==> config.mk <==
export PLATFORM = sky130hd
export DESIGN_NAME = insn_queue
export DESIGN_NICKNAME = d
export VERILOG_FILES = /design/src/rtl/insn_queue.sv
export SDC_FILE = /design/constraint.sdc
export NUM_CORES = 2
export LEC_CHECK = 0
export CAP_MARGIN = 20
export CELL_PAD_IN_SITES_DETAIL_PLACEMENT = 1
export CELL_PAD_IN_SITES_GLOBAL_PLACEMENT = 2
export CORE_MARGIN = 2
export CORE_UTILIZATION = 43
export DETAILED_ROUTE_END_ITERATION = 10
export PLACE_DENSITY = 0.83
export SLEW_MARGIN = 5
export SYNTH_ARGS = -nofsm -noshare
export SYNTH_HDL_FRONTEND = slang
export SYNTH_SLANG_ARGS = --single-unit
==> constraint.sdc <==
create_clock -name clock -period 20.8 [get_ports clock]
set_input_delay 2.08 -clock clock [delete_from_list [all_inputs] [get_ports clock]]
set_output_delay 2.08 -clock clock [all_outputs]
set_load 0.1 [all_outputs]
==> src/rtl/insn_queue.sv <==
// Circular instruction queue between decode/rename and issue: up to ENQ_W
// compacted writes per cycle, a 4-entry age-ordered read window at the head.
module insn_queue #(
    parameter int unsigned DEPTH   = 16,
    parameter int unsigned ENTRY_W = 64,
    parameter int unsigned ENQ_W   = 2
) (
    input  logic                          clock,
    input  logic                          reset_n,
    input  logic                          flush,
    input  logic [ENQ_W-1:0]              enq_valid,
    input  logic [ENQ_W-1:0][ENTRY_W-1:0] enq_insns,
    output logic                          enq_ready,
    input  logic                          ext_enable,
    input  logic [1:0]                    ext_consumed,
    output logic [3:0]                    ext_valid,
    output logic [3:0][ENTRY_W-1:0]       insns,
    output logic                          empty
);
    localparam int unsigned PW = $clog2(DEPTH);
    localparam logic [PW:0] DEPTH_C = (PW+1)'(DEPTH);
    localparam logic [PW:0] ENQ_C   = (PW+1)'(ENQ_W);

    logic [ENTRY_W-1:0] r_mem [DEPTH];
    logic [PW-1:0]      r_head;
    logic [PW-1:0]      r_tail;
    logic [PW:0]        r_count;

    logic               w_do_enq;
    logic [PW:0]        w_n_enq;
    logic [PW:0]        w_n_req;
    logic [PW:0]        w_n_deq;
    logic [PW-1:0]      w_off;
    logic [ENQ_W-1:0]   w_wr_en;
    logic [PW-1:0]      w_wr_addr [ENQ_W];

    assign enq_ready = (DEPTH_C - r_count) >= ENQ_C;
    assign empty     = (r_count == '0);
    assign w_do_enq  = enq_ready && !flush;

    // Set enq_valid slots are packed in slot order starting at tail.
    always_comb begin
        w_off   = '0;
        w_n_enq = '0;
        w_wr_en = '0;
        for (int unsigned k = 0; k < ENQ_W; k++) begin
            w_wr_addr[k] = r_tail + w_off;
            w_wr_en[k]   = w_do_enq && enq_valid[k];
            if (enq_valid[k]) begin
                w_off = w_off + PW'(1);
            end
        end
        if (w_do_enq) begin
            w_n_enq = (PW+1)'(w_off);
        end
    end

    // Over-consume saturates at the live count.
    always_comb begin
        w_n_req = ext_enable ? ((PW+1)'(ext_consumed) + (PW+1)'(1)) : '0;
        w_n_deq = (w_n_req > r_count) ? r_count : w_n_req;
    end

    always_comb begin
        for (int unsigned i = 0; i < 4; i++) begin
            ext_valid[i] = r_count > (PW+1)'(i);
            insns[i]     = r_mem[r_head + PW'(i)];
        end
    end

    always_ff @(posedge clock or negedge reset_n) begin
        if (!reset_n) begin
            r_head  <= '0;
            r_tail  <= '0;
            r_count <= '0;
        end else if (flush) begin
            r_head  <= '0;
            r_tail  <= '0;
            r_count <= '0;
        end else begin
            r_head  <= r_head + PW'(w_n_deq);
            r_tail  <= r_tail + PW'(w_n_enq);
            r_count <= r_count + w_n_enq - w_n_deq;
        end
    end

    always_ff @(posedge clock) begin
        for (int unsigned k = 0; k < ENQ_W; k++) begin
            if (w_wr_en[k]) begin
                r_mem[w_wr_addr[k]] <= enq_insns[k];
            end
        end
    end
endmodule

Word level (Yosys, flattened, before mapping). Memories as Yosys holds them, arrays and structs flattened. Cells that the tools add are included.

Register bits: 13. Memory bits (writable): 1024. Output and inout port bits: 262. Logic and storage cells: 38. Memories: 1.

$add $sub $neg: 11. Magnitude comparators: 6. Muxes and demuxes: 12. Reduce and logical (&&, ||, !) cells: 5.

Memories: r_mem (depth 16, width 64, rd ports 4, clocked after Yosys merged registers in 0, write ports 2, RTL line 24) `logic [ENTRY_W-1:0] r_mem [DEPTH];`.

Operators by type and width (number): 4-bit 2-to-1 mux (4); 4-bit adder (3); 5-bit by 1-bit > comparator with 1-bit output (second input constant) (2); 5-bit by 2-bit > comparator with 1-bit output (second input constant) (2); 5-bit 2-to-1 mux (2); 4-bit by 1-bit adder with 4-bit output (second input constant) (2); 4-bit by 2-bit adder with 4-bit output (second input constant) (2); 5-bit adder (1); 5-bit by 2-bit >= comparator with 1-bit output (second input constant) (1); 3-bit by 5-bit > comparator with 1-bit output (1); 5-bit logical NOT (1); 1-bit 2-to-1 mux (5); 5-bit subtractor (1); 5-bit subtractor (first input constant) (1); 2-bit by 1-bit adder with 3-bit output (second input constant) (1); 1-bit logical AND (3); 3-bit 2-to-1 mux (1); 1-bit logical NOT (1).

Depth between registers and ports, before layout.
Word-level depth: 7. Depth in mapped cells: 17.

Least setup slack after synthesis. No wires, ideal clock.

Path type: input-to-reg. From: input flush. To: memory r_mem[4][0], enable pin. Data arrival time: 7.191 ns. Data required time: 20.226 ns. Slack: 13.034 ns. Stages: 4. Cells stage by stage: clkbuf_1 > nor4b_1 > nand2_1 > o21ai_0.

RTL lines: start, declared (RTL line 10) `input logic flush,`; end, declared (RTL line 24).

==> results.txt <==
The cell type contributing the most total cell area after synthesis is sky130_fd_sc_hd__edfxtp_1. STA classifies the critical path startpoint as a register. Measured along the x axis, the die boundary spans 426 um.

The worst clock skew is 18.4 ps, and the top-area cell type share of the netlist area is 0.401. TritonCTS created 117 clock buffers. Summed over all layers, the routed wires come to 296,000 um. The number of antenna violations at the first check in global routing was 36; the height of the die was 426 um. The count of mapped cells out of synthesis was 5,394; the global-route total usage across every layer was 0.321. Max-cap violations in this run came to 0. STA classifies the critical path endpoint as a primary output. For the pin with the worst max-slew slack, the measured transition is 1410 ps.

Clock-pin slew was measured on the worst setup and hold paths at 70 ps. The count of TritonRoute iterations in the first routing pass was 5. The sequential cell area fraction in the yosys report came out at 0.405. The run gives 0 ps as the aggregate negative setup slack.

In this run the tool buffered the top-level ports with 397 buffer cells. For this run, the number of standard cells in the final layout without fillers is 7,858. Final setup slack of the worst path: 11,180 ps. The clock root buffer was sky130_fd_sc_hd__clkbuf_16. Prior to clock tree synthesis, the placed netlist has a worst setup slack of 11,940 ps.

The first global-routing pass estimated 422,000 um of wire. Based on the critical path, the design can be clocked at up to 0.104 GHz. The worst setup path is of the reg -> out kind. The tools report the worst slew slack as a fraction of its limit as 0.0616. Setup repair after global routing left no endpoint under its margin. Once the clock tree was built, the setup fixing pass inserted 0 buffers. In this run, placement finished with an instance count of 7,613. The number of global-route vias before repair is 57,000. The region available for standard cell placement spans 0.177 mm^2. The floorplan row count is 154, and the DRC violation count after routing is 0.

The logs give 0 for the quantity of hold-fixing buffers added after cts and 0 for the count of final max-slew check failures. Along the worst path, the maximum fanout reaches 61. Fraction of registers with async set/reset: 0.0125. After detailed routing, the average wire length per cell comes to 37.6 um.

The synthesized design contains 1,037 register bits. The run finished with clean final reports. The tools report the initial core utilization as 0.434. STA puts the critical path data arrival time at 7540 ps. Once the clock tree was built, the resizer swapped 0 gates to a different size. The synthesized design contains 1,024 enable-type register cells.

The tightest min-delay check is of the reg -> reg type. The weighted congestion reported at the end of routability-driven placement is 0.844. Using the TritonRoute via totals, the vias-per-cell ratio works out to 7.19.

STA puts the critical path data required time at 18,720 ps. For the finished layout, the period the worst path requires is 9620 ps. The worst reg-to-reg setup slack came out at 15,070 ps. The detailed placement HPWL is 170,000 um, and the area of the die is 0.182 mm^2. In the post-synthesis netlist, the cell with the most instances is sky130_fd_sc_hd__edfxtp_1. In this run, the number of DRC markers left after iteration 0 of detailed routing was 8,182. By count the netlist is led by sky130_fd_sc_hd__edfxtp_1, sky130_fd_sc_hd__mux4_2, sky130_fd_sc_hd__nand2_1. The routed layout has 56,500 vias. The clock latency reported for the late side of the worst-skew pair is 770 ps. Summed over all layers, the global routing overflow is 0. The clock tree synthesis step divided the H-tree into 3 levels.

After the last flow step, the layout net total stands at 5,566. The run gives 5,561 as the net count of the mapped netlist. TritonCTS built the clock tree. The share of layout cells above drive strength 1 is 0.288. Total count of hold-check failures in the final report: 0. For the buffer depth of the longest clock path, the log shows 3. The area growth from synthesis to layout is 12.3%. For this design the top-level I/O count stands at 398.

The total of endpoints with negative setup slack in the final report is 0, and the number of routed nets with antenna violations is 0. The cell area after synthesis was 0.0766 mm^2. The clock net in this run drives a total of 1,037 sinks. The tools report the largest net degree at the start of global routing as 157. The most used flip-flop cell after synthesis is sky130_fd_sc_hd__edfxtp_1. The Yosys step of the flow raised 0 warnings. By area the synthesized netlist is led by sky130_fd_sc_hd__edfxtp_1, sky130_fd_sc_hd__mux4_2, sky130_fd_sc_hd__mux2_1, sky130_fd_sc_hd__mux2_2, sky130_fd_sc_hd__nand2_1.

The distinct cell type count after synthesis is 57, and the mean cell area of the mapped netlist is 14.2 um^2. Final critical-path share of the clock period: 0.462.
==> metal layers <==
metal	track usage	vias to the layer above	routed length, um
li1	-	22000	-
met4	0.152	10	14400
met3	0.0714	687	31400
met2	0.503	3862	138000
met1	0.424	30000	111000
met5	0	-	70
==> state kept, by name (all words and copies together), names as in the netlist <==
register	count
r_count	5
r_tail	4
r_mem	1024
r_head	4
==> area by class of cell <==
| class | count | area [um^2] |
|---|---|---|
| antenna | 16 | 40.0 |
| clock inverter | 83 | 858 |
| clock buffer | 139 | 3010 |
| multi-input combinational | 3700 | 42900 |
| tap | 2340 | 2930 |
| timing repair buffer | 526 | 5210 |
| fill | 17000 | 90600 |
| inverter | 17 | 68.8 |
| sequential | 1037 | 31100 |
==> worst paths after layout <==
kind                                           to  cells after the start                 start
setup / recovery                       insns[101]                      8   r_head[0]$_DFF_PN0_
hold / removal               r_count[4]$_DFF_PN0_                      3  r_count[4]$_DFF_PN0_
setup reg to reg           r_mem[0][53]$_DFFE_PP_                     10  r_count[1]$_DFF_PN0_
hold reg to reg              r_count[4]$_DFF_PN0_                      3  r_count[4]$_DFF_PN0_
max in group asynchronous     r_head[1]$_DFF_PN0_                      1               reset_n
min in group asynchronous    r_count[0]$_DFF_PN0_                      1               reset_n
==> cell families after synthesis <==
family / Yosys count / share of synthesized area
flops: 1037 / 0.405
compound gates: 407 / 0.0418
mux: 2183 / 0.445
fa+ha+maj: 31 / 0.00545
buf+inv: 657 / 0.0408
xor+xnor: 14 / 0.00170
simple gates: 1065 / 0.0595
==> through the flow <==
stage,area [um^2],utilization,hold slack (ps)
floorplan,76600,-,609
global placement,81900,0.463,669
detailed placement,82000,0.464,699
CTS,85900,0.486,719
global route,86100,0.487,806
finish,86100,0.487,727
==> cells in the final DEF (no fill, tap or decap), drive strengths merged, types with 6 or more instances in the layout <==
cell | synthesis | final
inv | 17 | 23
mux4 | 876 | 876
o21bai | 13 | 13
and2 | 27 | 27
mux2 | 1048 | 1048
dfrtp | 13 | 13
and3 | 8 | 8
buf | 295 | 130
xnor2 | 6 | 6
clkbuf | 345 | 139
a211oi | 94 | 94
nand2 | 744 | 744
a32o | 84 | 84
ha | 27 | 27
edfxtp | 1024 | 1024
a31oi | 64 | 64
mux2i | 259 | 259
a21oi | 28 | 28
clkinvlp | 0 | 9
clkdlybuf4s50 | 0 | 396
xor2 | 8 | 8
clkinv | 0 | 53
diode | 0 | 16
nor2 | 14 | 14
o21ai | 29 | 29
a221oi | 84 | 84
nor2b | 73 | 73
bufinv | 0 | 15
nand3 | 177 | 177
==> critical path, stage by stage, from the launching register on <==
cell and delay [ps]:
sky130_fd_sc_hd__dfrtp_4 920, sky130_fd_sc_hd__buf_4 710, sky130_fd_sc_hd__buf_4 810, sky130_fd_sc_hd__buf_4 900
sky130_fd_sc_hd__buf_4 880, sky130_fd_sc_hd__mux2i_1 230, sky130_fd_sc_hd__mux4_2 520, sky130_fd_sc_hd__o21ai_0 370
sky130_fd_sc_hd__clkdlybuf4s50_1 1230
Power is not shown: default switching activity piles up to over one toggle a cycle in this logic, so the estimate is an artifact.
